==> src/rtl/uart_alu_ctrl.sv <==
// uart_alu_ctrl - sequencer between a UART receiver, an ALU and a UART transmitter.
//
// Purpose:
//   Collects three received bytes (operand A, operand B, opcode), presents them
//   to a combinational ALU, captures the result one cycle later and issues a
//   single transmit start. Then waits for the transmitter to finish before the
//   next command is accepted.
//
// Ports:
//   clk, i_rst              clock; synchronous active-high reset
//   i_rx_data, i_rx_done    received byte and its 1-cycle valid strobe
//   i_alu_result            combinational ALU result for o_data_a/o_data_b/o_op
//   i_tx_done               1-cycle strobe, transmitter finished its frame
//   o_data_a, o_data_b      registered operands to the ALU
//   o_op                    registered opcode to the ALU (low NB_OP bits of the byte)
//   o_tx_data, o_tx_start   registered byte and 1-cycle start strobe to the transmitter
//   o_busy                  high in EXEC, SEND and WAIT_TX
//   o_overrun               1-cycle pulse, a byte arrived while busy and was dropped
//   o_timeout               1-cycle pulse, a partial command was abandoned
//
// Configuration:
//   Define UART_ALU_CTRL_TIMEOUT_EN to build the inter-byte timeout. Without it,
//   GET_B and GET_OP wait indefinitely and o_timeout is tied low.
//
// Latency: opcode strobe in cycle n -> o_op valid n+1 -> o_tx_start in n+2.
// Flow control: none upstream; bytes arriving while busy are dropped and flagged.

module uart_alu_ctrl #(
  parameter int NB_DATA     = 8,
  parameter int NB_OP       = 6,
  parameter int NB_TOUT     = 16,
  parameter int TOUT_CYCLES = 50000
) (
  input  logic               clk,
  input  logic               i_rst,
  input  logic [NB_DATA-1:0] i_rx_data,
  input  logic               i_rx_done,
  input  logic [NB_DATA-1:0] i_alu_result,
  input  logic               i_tx_done,
  output logic [NB_DATA-1:0] o_data_a,
  output logic [NB_DATA-1:0] o_data_b,
  output logic [NB_OP-1:0]   o_op,
  output logic [NB_DATA-1:0] o_tx_data,
  output logic               o_tx_start,
  output logic               o_busy,
  output logic               o_overrun,
  output logic               o_timeout
);

  // One-hot state encoding.
  localparam logic [5:0] ST_GET_A   = 6'b000001;
  localparam logic [5:0] ST_GET_B   = 6'b000010;
  localparam logic [5:0] ST_GET_OP  = 6'b000100;
  localparam logic [5:0] ST_EXEC    = 6'b001000;
  localparam logic [5:0] ST_SEND    = 6'b010000;
  localparam logic [5:0] ST_WAIT_TX = 6'b100000;

  logic [5:0] state;
  logic [5:0] next_state;

  // Decodes of the current state. Full-vector compares so that an illegal
  // encoding matches none of them and therefore raises no strobe.
  logic in_get_a;
  logic in_get_b;
  logic in_get_op;
  logic in_exec;
  logic in_busy;
  logic next_busy;
  logic tout_exp;

  assign in_get_a  = (state == ST_GET_A);
  assign in_get_b  = (state == ST_GET_B);
  assign in_get_op = (state == ST_GET_OP);
  assign in_exec   = (state == ST_EXEC);
  assign in_busy   = (state == ST_EXEC) || (state == ST_SEND) || (state == ST_WAIT_TX);

  // o_busy is registered from the next state so it lines up with the state
  // register rather than lagging it by a cycle.
  assign next_busy = (next_state == ST_EXEC) || (next_state == ST_SEND) ||
                     (next_state == ST_WAIT_TX);

`ifdef UART_ALU_CTRL_TIMEOUT_EN
  // Inter-byte timeout. Counts only while part of a command has been
  // received; any accepted byte restarts the count. A byte arriving in the
  // expiry cycle is accepted instead of timing out.
  logic [NB_TOUT-1:0] tout_cnt;
  logic               timeout_q;
  logic               tout_armed;

  assign tout_armed = in_get_b || in_get_op;
  assign tout_exp   = tout_armed && !i_rx_done &&
                      (tout_cnt == NB_TOUT'(TOUT_CYCLES - 1));

  always_ff @(posedge clk) begin
    if (i_rst) begin
      tout_cnt  <= '0;
      timeout_q <= 1'b0;
    end else begin
      if (i_rx_done || !tout_armed || tout_exp) begin
        tout_cnt <= '0;
      end else begin
        tout_cnt <= tout_cnt + 1'b1;
      end
      timeout_q <= tout_exp;
    end
  end

  assign o_timeout = timeout_q;
`else
  // Timeout not built: partial commands are held until completed or reset.
  logic [63:0] unused_tout_cfg;

  assign unused_tout_cfg = {NB_TOUT, TOUT_CYCLES};
  assign tout_exp        = 1'b0;
  assign o_timeout       = 1'b0;
`endif

  // Next-state logic.
  always_comb begin
    next_state = ST_GET_A;
    case (state)
      ST_GET_A: begin
        next_state = i_rx_done ? ST_GET_B : ST_GET_A;
      end
      ST_GET_B: begin
        if (i_rx_done) begin
          next_state = ST_GET_OP;
        end else if (tout_exp) begin
          next_state = ST_GET_A;
        end else begin
          next_state = ST_GET_B;
        end
      end
      ST_GET_OP: begin
        if (i_rx_done) begin
          next_state = ST_EXEC;
        end else if (tout_exp) begin
          next_state = ST_GET_A;
        end else begin
          next_state = ST_GET_OP;
        end
      end
      // EXEC and SEND are single-cycle states; i_tx_done is ignored in SEND.
      ST_EXEC:    next_state = ST_SEND;
      ST_SEND:    next_state = ST_WAIT_TX;
      // A byte arriving together with i_tx_done is still dropped: the
      // transition to GET_A happens on this edge, but the byte is not operand A.
      ST_WAIT_TX: next_state = i_tx_done ? ST_GET_A : ST_WAIT_TX;
      default:    next_state = ST_GET_A;
    endcase
  end

  // State, datapath and strobes.
  always_ff @(posedge clk) begin
    if (i_rst) begin
      state      <= ST_GET_A;
      o_data_a   <= '0;
      o_data_b   <= '0;
      o_op       <= '0;
      o_tx_data  <= '0;
      o_tx_start <= 1'b0;
      o_busy     <= 1'b0;
      o_overrun  <= 1'b0;
    end else begin
      state <= next_state;

      if (in_get_a && i_rx_done) begin
        o_data_a <= i_rx_data;
      end
      if (in_get_b && i_rx_done) begin
        o_data_b <= i_rx_data;
      end
      if (in_get_op && i_rx_done) begin
        o_op <= i_rx_data[NB_OP-1:0];
      end

      // Operands were registered on entry to EXEC, so the ALU has had a full
      // cycle to settle by the time the result is captured here.
      if (in_exec) begin
        o_tx_data <= i_alu_result;
      end

      o_tx_start <= (next_state == ST_SEND);
      o_busy     <= next_busy;
      o_overrun  <= i_rx_done && in_busy;
    end
  end

endmodule
==> config.mk <==
export PLATFORM = sky130hd
export DESIGN_NAME = uart_alu_ctrl
export DESIGN_NICKNAME = d
export VERILOG_FILES = /design/src/rtl/uart_alu_ctrl.sv
export SDC_FILE = /design/constraint.sdc
export NUM_CORES = 1
export LEC_CHECK = 0
export BUFFER_PORTS_ARGS = -buffer_cell sky130_fd_sc_hd__buf_4
export CAP_MARGIN = 30
export CELL_PAD_IN_SITES_DETAIL_PLACEMENT = 0
export CELL_PAD_IN_SITES_GLOBAL_PLACEMENT = 1
export CORE_AREA = 2 2 81 83
export DETAILED_ROUTE_END_ITERATION = 6
export DIE_AREA = 0 0 83 85
export GPL_TIMING_DRIVEN = 0
export PLACE_DENSITY = 0.71
export RECOVER_POWER = 25
export REMOVE_ABC_BUFFERS = 1
export SLEW_MARGIN = 20
export SYNTH_ARGS = -nofsm -noshare
export SYNTH_HDL_FRONTEND = slang
export SYNTH_SLANG_ARGS = --single-unit
==> constraint.sdc <==
create_clock -name clk -period 1.55 [get_ports clk]
set_clock_uncertainty 0.15 [all_clocks]
set_input_delay 0.0775 -clock clk [delete_from_list [all_inputs] [get_ports clk]]
set_output_delay 0.0775 -clock clk [all_outputs]
set_load 0.01 [all_outputs]
Word level (Yosys, flattened, before mapping)

Index checks and enable logic that the tools add are counted.

Flip-flop bits (word level): 39
Bits of input ports: 20
Output and inout bits: 34
Logic and storage cells: 30

Eq/ne operators: 9
Multiplexer cells: 5
Reductions and logical operators: 8

Operator list:

| operator           | number |
|---|---|
| $pmux 6 s6         | 1 |
| $eq 6x4->1 const B | 2 |
| $eq 6x5->1 const B | 2 |
| $eq 6x6->1 const B | 2 |
| $eq 6x1->1 const B | 1 |
| $eq 6x2->1 const B | 1 |
| $eq 6x3->1 const B | 1 |
| $mux 6             | 1 |
| $logic_and 1x1->1  | 4 |
| $logic_or 1x1->1   | 4 |
| $mux 4             | 1 |
| $mux 3             | 1 |
| $mux 2             | 1 |

Longest topological paths before layout

Gate-level depths: netlist of run 1.

Depth in word-level cells: 5
Mapped depth: 6
Gate-level depth less buffers: 4

Worst setup path before layout of run 1

Ideal clock, no wire load.

Kind: register to register
Start point: register state[2]
End point: register o_data_b[0]
Library setup time: 0.128 ns
Data arrival time: 1.302 ns
Data required time: 1.272 ns
Path slack: -0.030 ns
Stages on the path, launching flop included: 7
Path buffers: 2
Period minus slack after synthesis: 1.580 ns
Cells stage by stage: dfxtp_1 buf_6 nor4_4 and3_1 buf_6 mux2i_1 nor2_1

Word-level cells in the longest chain between the ends: 2

Ends and longest elaborated chain:

| item                   | RTL line | RTL |
|---|---|---|
| from (decl)            | 58       | `logic [5:0] state;` |
| from (signal assigned) | 165      | `state <= next_state;` |
| $eq 6x2->1             | 72       | `assign in_get_b = (state == ST_GET_B);` |
| $logic_and 1x1->1      | 170      | `if (in_get_b && i_rx_done) begin` |
| to (signal assigned)   | 171      | `o_data_b <= i_rx_data;` |
| to (decl)              | 41       | `output logic [NB_DATA-1:0] o_data_b,` |

No other way between the ends.
A chain may end at the register's enable or synchronous reset.

Worst setup path after layout of run 1

Start point: register state[3]
End point: register o_data_b[3]

Same word-level chain as after synthesis.

==> results of run 1 <==
-- what timing repair did --
action | in CTS | in global routing
hold buffers | 18 | 0
gates cloned | 1 | 0
buffers inserted | 6 | 4
hold endpoints to repair | 34 | 0
resized for setup | 13 | 15
endpoints found under the setup margin | 37 | 32
pin swaps | 5 | 5
-- synthesized netlist by cell type --
library cell	instances	area, sq um
nand2b_1	1	6.26
nand3_1	2	10.0
and3b_1	1	8.76
nor3b_1	2	15.0
and3_1	2	12.5
a21o_1	1	7.51
dfxtp_1	39	781
inv_1	1	3.75
o21ai_0	3	15.0
a32oi_1	1	8.76
nand4_2	1	12.5
nor4b_1	1	8.76
o211ai_1	1	7.51
nor2_1	36	135
nor2b_1	5	31.3
o211a_1	1	10.0
nor3_1	1	5.00
buf_4	1	7.51
mux2i_1	30	300
xor2_1	1	8.76
conb_1	1	3.75
o311ai_0	1	8.76
buf_2	1	5.00
nor4_4	1	21.3
o21a_1	1	7.51
nand2_1	2	7.51
clkbuf_1	3	11.3
buf_1	1	3.75
nor4_1	2	12.5
a21oi_1	2	10.0
buf_6	2	22.5
nand2_2	1	6.26
-- cell usage in the layout, fill, tap and decap left out, types with 2 or more instances in the layout --
master         instances
nor4_4                 2
clkbuf_1              12
dfxtp_2                2
buf_4                 48
nor3b_1                2
clkbuf_8               6
nor2b_1                4
nand2_2                2
mux2i_1               29
dfxtp_1               33
o21ai_0                3
nand3_1                2
dlygate4sd3_1         18
buf_6                  2
a21oi_1                2
nor2_1                35
dfxtp_4                4
-- kinds of logic (layout without fill, tap and decap cells) --
| group | Yosys count | after routing |
|---|---|---|
| multiplexers | 30 | 30 |
| AND/OR/NAND/NOR | 58 | 59 |
| flip-flops | 39 | 39 |
| other | 1 | 1 |
| buffers and inverters | 9 | 88 |
| AO/OA/AOI/OAI | 11 | 11 |
| XOR/XNOR | 1 | 1 |
-- per-stage QoR --
| stage | setup slack, ps | utilization (%) |
|---|---|---|
| floorplan | -180 | - |
| global placement | -504 | 31.5 |
| detailed placement | -496 | 31.5 |
| CTS | -28.6 | 37.2 |
| global route | -115 | 38.0 |
| finish | -27.2 | 38.0 |
-- report_power, final --
part	switching [mW]	leakage [nW]	internal [mW]	total [mW]
Clock	0.338	0.0470	0.349	0.687
Combinational	0.124	0.726	0.166	0.290
Sequential	0.0376	0.319	1.03	1.07
-- registers in the layout, indices dropped and copies added, names as in the netlist --
signal and flops:
o_data_a 8, state 6, o_busy 1, o_tx_data 8, o_data_b 8, o_op 6
o_tx_start 1, o_overrun 1
-- area by class of cell --
cell class | count | area [sq um] | area share, %
Inverter | 1 | 3.75 | 0.159
Sequential cell | 39 | 798 | 33.8
Clock inverter | 1 | 5.00 | 0.212
Clock buffer | 6 | 82.6 | 3.50
Tap cell | 77 | 96.3 | 4.08
Timing Repair Buffer | 80 | 608 | 25.8
Multi-Input combinational cell | 102 | 764 | 32.4
-- routing by layer --
metal / track usage, % / wire length [microns] / vias to the layer above
met3: 3.40 / 169 / 6
met2: 17.4 / 1880 / 31
met1: 12.6 / 1730 / 637
met4: 3.58 / 53 / 0
met5: 0 / 0 / -
li1: - / - / 666
-- path summary, 6_finish.rpt --
check                     from      endpoint
setup reg to reg      state[3]   o_data_b[3]
hold reg to reg   o_tx_data[1]  o_tx_data[1]
hold / removal           i_rst       o_op[4]
setup / recovery      state[3]   o_data_b[3]
==> out/qor.csv, run 1 <==
metric,value,unit
outcome,"complete, but fails checks",
violations,setup timing,
p_total,2.05,mW
detailroute.via_count,1340,
reg2reg_depth,5,
path_delay_family,simple AND/OR/NAND/NOR gates,
r2r_slack,-30,ps
fin_crit_sh,102,%
ys_types,32,
arrival,1590,ps
drc,0,
grt_pass1_vias,1272,
rsz0062_at_grt,true,
gp_congestion,0.766,
grt_start_max_net_pins,38,
synthAdderAreaFrac,0,%
synth_top_family_by_area,multiplexers,
min_period,1580,ps
fin_ws,-27.2,ps
vias_per_cell,4.38,
totalWireLength,3.83,mm
fin_nets,249,
final_cells,306,
final.setup.tns,-161,ps
yosys.area_share.simple,19.3,%
crit_path_end_kind,flip-flop,
cp_max_fo,6,
finalMaxSlewViolations,0,
crit_cells,5,
path_clk_slew,80,ps
place_area,1950,sq um
path_class,reg -> reg,
synthMuxAreaShare,19.8,%
fin_area,2360,sq um
hp-class,in -> reg,
finalSetupViolations,12,
antenna_found_initial,0,
cts_tree,yes,
dieHeight,85,microns
cts_max_level,2,
cp_num_buf_inv,1,
synth_compound_area_share,4.95,%
io_buffers,52,
yosys.area_share.xor_xnor,0.578,%
fp.coreArea,6200,sq um
fill_cells,627,
syn2layout_area_growth,55.7,%
cts-root-buf,clkbuf_8,
drt_iter0_markers,45,
clk_latency,280,ps
drv_cap,0,
synth.cell_area,1520,sq um
min_path_cells,2,
ys_seq_area_share,51.5,%
grt.overflow.total,0,
crit_slowest_cell,dfxtp_4,
fmax,634,MHz
rows,29,
required,1560,ps
drive_gt1_share,33.6,%
cp_slowest_stage_delay,350,ps
dieArea,7060,sq um
diodes,0,
synth_cells,149,
antenna_left,0,
cts-buffers-inserted,5,
wl_per_cell,12.5,microns
synth.avg_cell_area,10.2,sq um
whs,45.8,ps
hold_violations,0,
track_usage,10.4,%
cts_sinks,39,
dp_hpwl,2.28,mm
start_kind,flip-flop,
p_per_area,867,nW/um^2
cts_buffer_depth,2,
ys_ff_latch,39,
drtPass1Iterations,4,
yosysWarningCount,0,
grt_first_pass_wirelength,5.94,mm
start_util,24.4,%
boundaryPins,54,
p_leak,1.09,nW
fp.dieW,83,microns
path_cells,"nor4_4, buf_4, and3_4, mux2i_1, nor2_1",
peakVddDrop,512,uV
dpl.cell_count,270,
(Power assumes the default switching activity.)
==> inputs of run 2 (changes only) <==
- CELL_PAD_IN_SITES_DETAIL_PLACEMENT: 0 -> default
- CELL_PAD_IN_SITES_GLOBAL_PLACEMENT: 1 -> default
- PLACE_DENSITY: 0.71 -> default
- clock period: 1.55 -> 1.43 ns (I/O delays scaled with it)
==> out/qor.csv, run 2 (same netlist as run 1, synthesis figures left out) <==
metric,value,unit
grt_util_met1,14.2,%
fp.dieW,83,microns
hp-class,in -> reg,
busiest_layer,met2,
start_util,24.4,%
required,1450,ps
boundaryPins,54,
r2r_start,state[3],
grt_pass1_vias,1280,
antenna_found_initial,0,
totalWireLength,3.79,mm
clk_latency,280,ps
drv_cap,0,
p_leak,1.11,nW
cts_max_level,2,
drt_iter0_markers,46,
syn2layout_area_growth,57.1,%
cts_tree,yes,
dieArea,7060,sq um
drtPass1Iterations,4,
fp.coreArea,6200,sq um
dieHeight,85,microns
fmax,628,MHz
use_met2,17.2,%
min_period,1590,ps
final_common_cell,buf_4,
hp-start,i_rx_done,
fin_crit_sh,111,%
drc,0,
gp_congestion,0.751,
fin_ws,-163,ps
rows,29,
hold_violations,0,
wl_per_cell,12.4,microns
antenna_left,0,
drive_gt1_share,34.2,%
most-common-layout-cells,"49 x buf_4, 35 x nor2_1, 33 x dfxtp_1, 28 x mux2i_1, 18 x dlygate4sd3_1",
peakVddDrop,413,uV
p_per_area,1020,nW/um^2
outcome,"complete, but fails checks",
diodes,0,
start_kind,flip-flop,
vias_per_cell,4.31,
detailroute.via_count,1316,
p_total,2.42,mW
path_clk_slew,80,ps
startpoint,state[3],
grt.overflow.total,0,
violations,setup timing,
rsz0062_at_grt,true,
path_class,reg -> reg,
grt_util_met3,3.50,%
crit_path_end_kind,flip-flop,
grt_first_pass_wirelength,6.23,mm
io_buffers,52,
cts-buffers-inserted,5,
cts-root-buf,clkbuf_8,
grt_start_max_net_pins,38,
finalMaxSlewViolations,0,
cp_max_fo,5,
fin_nets,247,
finalSetupViolations,29,
track_usage,11.0,%
cts_sinks,39,
whs,24.5,ps
dp_hpwl,2.29,mm
arrival,1610,ps
cts_buffer_depth,2,
reg_top3,"o_data_a x8, o_data_b x8, o_tx_data x8",
==> run 2: final timing paths <==
kind	slack [ps]	end	cells after the start
setup / recovery	-160	o_data_b[6]	5
hold / removal	20	state[2]	3
setup reg to reg	-160	o_data_b[6]	5
hold reg to reg	350	o_data_b[0]	2
==> run 2: repair_timing <==
| action | in CTS | in global routing |
|---|---|---|
| endpoints found under the setup margin | 37 | 35 |
| buffers inserted | 7 | 1 |
| hold buffers | 18 | 0 |
| gates cloned | 1 | 0 |
| gates resized for setup | 18 | 10 |
| hold endpoints to repair | 34 | 0 |
| pin swaps | 5 | 3 |
==> run 2: worst max-delay path: stages, from the launching register on <==
cell and delay, ps:
dfxtp_4 370, nor4_4 270, buf_4 180, and3_4 250, mux2i_1 200, nor2_1 70
==> run 2: final cells by class <==
class / count / area, sq um
clock buffer: 6 / 82.6
clock inverter: 2 / 35.0
fill: 611 / 3820
inverter: 1 / 3.75
multi-input combinational: 102 / 759
sequential: 39 / 796
tap: 77 / 96.3
timing repair buffer: 78 / 608
==> run 2: metal layers <==
metal,part of all wire (%),wire length [microns]
met1,47,1800
met2,46,1740
met3,5.3,201
met4,1.3,51
met5,0,0
==> run 2: power by group <==
part / total (mW) / leakage, nW / internal [mW] / switching (mW)
Sequential: 1.16 / 0.319 / 1.12 / 0.0395
Combinational: 0.307 / 0.726 / 0.173 / 0.134
Clock: 0.956 / 0.0612 / 0.565 / 0.391
Total: 2.42 / 1.11 / 1.86 / 0.565
==> run 2: stage by stage <==
| step | instance area (sq um) | util [%] | std cells | setup WS (ps) | setup TNS, ps |
|---|---|---|---|---|---|
| after CTS | 2360 | 38.1 | 304 | -134 | -2350 |
| final | 2380 | 38.4 | 305 | -163 | -2430 |
| after detailed placement | 1950 | 31.5 | 270 | -644 | -12950 |
| after global routing | 2380 | 38.4 | 305 | -260 | -4740 |
| after global placement | 1950 | 31.5 | 270 | -612 | -12110 |
| after floorplan | 1470 | - | 141 | -300 | -3880 |
==> inputs of run 3 (changes only) <==
- SETUP_SLACK_MARGIN: default -> 0.4
==> out/qor.csv, run 3 (same netlist as run 1, synthesis figures left out) <==
metric,value,unit
outcome,"complete, but fails checks",
violations,"hold timing, setup timing",
arrival,1610,ps
drt_iter0_markers,51,
fin_ws,-164,ps
fp.coreArea,6200,sq um
start_kind,flip-flop,
min_period,1590,ps
wl_per_cell,12.3,microns
finalSetupViolations,34,
hold_violations,2,
path_clk_slew,80,ps
drtPass1Iterations,4,
seq_area,796,sq um
most-common-layout-cells,"51 x buf_4, 35 x nor2_1, 31 x dfxtp_1, 28 x mux2i_1, 17 x dlygate4sd3_1",
multi_input_area,772,sq um
fin_nets,247,
cts-buffers-inserted,5,
internal_power,1.86,mW
grt.overflow.total,0,
dieHeight,85,microns
cp_num_buf_inv,1,
cts_tree,yes,
finalMaxSlewViolations,0,
dp_hpwl,2.29,mm
grt_first_pass_wirelength,6.26,mm
track_usage,11.0,%
cts_buffer_depth,2,
crit_path_end_kind,flip-flop,
path_delay_family,simple AND/OR/NAND/NOR gates,
final.setup.tns,-2970,ps
fill_cells,616,
start_util,24.4,%
fin_crit_sh,111,%
p_total,2.42,mW
dieArea,7060,sq um
path_class,reg -> reg,
grt_pass1_vias,1285,
boundaryPins,54,
clockPowerShare,39.4,%
antenna_left,0,
rsz0062_at_grt,true,
cp_slowest_stage_delay,370,ps
drive_gt1_share,36.8,%
cts-root-buf,clkbuf_8,
place_area,1950,sq um
grt_start_max_net_pins,38,
detailroute.via_count,1318,
p_per_area,1010,nW/um^2
cts_sinks,39,
whs,-24.1,ps
vias_per_cell,4.32,
totalWireLength,3.76,mm
drv_cap,0,
netSwitchingFraction,23.3,%
holdBufCountCts,17,
required,1450,ps
clk_latency,280,ps
fp.dieW,83,microns
syn2layout_area_growth,57.8,%
fin_area,2390,sq um
gp_congestion,0.751,
drc,0,
io_buffers,52,
power_switching,0.563,mW
antenna_found_initial,0,
seqPwrFrac,47.8,%
reg_top3,"o_data_a x8, o_data_b x8, o_tx_data x8",
hp-class,in -> reg,
path_cells,"nor4_4, buf_4, and3_4, mux2i_1, nor2_1",
fmax,627,MHz
crit_slowest_cell,dfxtp_4,
rows,29,
final_common_cell,buf_4,
peakVddDrop,413,uV
cp_max_fo,5,
p_leak,1.11,nW
combPwrFrac,12.8,%
diodes,0,
cts_max_level,2,
==> run 3: area by class of cell <==
class	count	share of cell area, %
multi-input cells	102	32.3
well taps	77	4.03
repair buffers	78	25.3
clock buffers	6	3.45
clock inverters	2	1.47
flip-flops and latches	39	33.3
inverters	1	0.157
==> run 3: repair_timing <==
action / in CTS / in global routing
gates cloned: 1 / 0
gates resized for setup: 26 / 5
endpoints found under the hold margin: 34 / 1
buffers inserted: 8 / 1
setup endpoints to repair: 39 / 42
pin swaps: 7 / 3
==> run 3: final timing paths <==
path | start | depth (start not counted) | slack, ps | end
worst max-delay path | state[3] | 5 | -160 | o_data_b[6]
worst min-delay path | i_rx_done | 3 | -20 | state[3]
worst min register to register | o_data_b[0] | 2 | 350 | o_data_b[0]
worst max register to register | state[3] | 5 | -160 | o_data_b[6]
==> run 3: through the flow <==
step / instances / hold slack (ps) / util, % / setup slack (ps)
after detailed placement: 270 / 165 / 31.5 / -644
final: 305 / -24.1 / 38.5 / -164
after global routing: 305 / -8.74 / 38.5 / -253
after global placement: 270 / 152 / 31.5 / -612
after floorplan: 141 / -6.12 / - / -300
after CTS: 304 / -38.5 / 38.7 / -132
==> run 3: layer usage <==
layer / global-route usage (%) / up-vias / part of all wire [%]
met5: 0 / - / 0
met4: 4.02 / 0 / 1.4
met3: 3.60 / 7 / 6.0
met2: 17.4 / 37 / 46
met1: 14.2 / 611 / 46
li1: - / 663 / -
==> run 3: power by group through the flow <==
stage	registers (mW)	clock network (mW)	logic [mW]
2_1_floorplan	1.18	0	0.107
3_3_place_gp	1.17	0	0.243
3_5_place_dp	1.17	0	0.245
4_1_cts	1.16	0.989	0.311
5_1_grt	1.16	1.04	0.336
6_report	1.16	0.953	0.309
==> run 3: worst register-to-register path: cells and delay by family, from the launching register on <==
kind,cells,cell delay (ps)
AND/OR/NAND/NOR,3,590
buffers and inverters,1,180
multiplexers,1,200
flip-flops,1,370
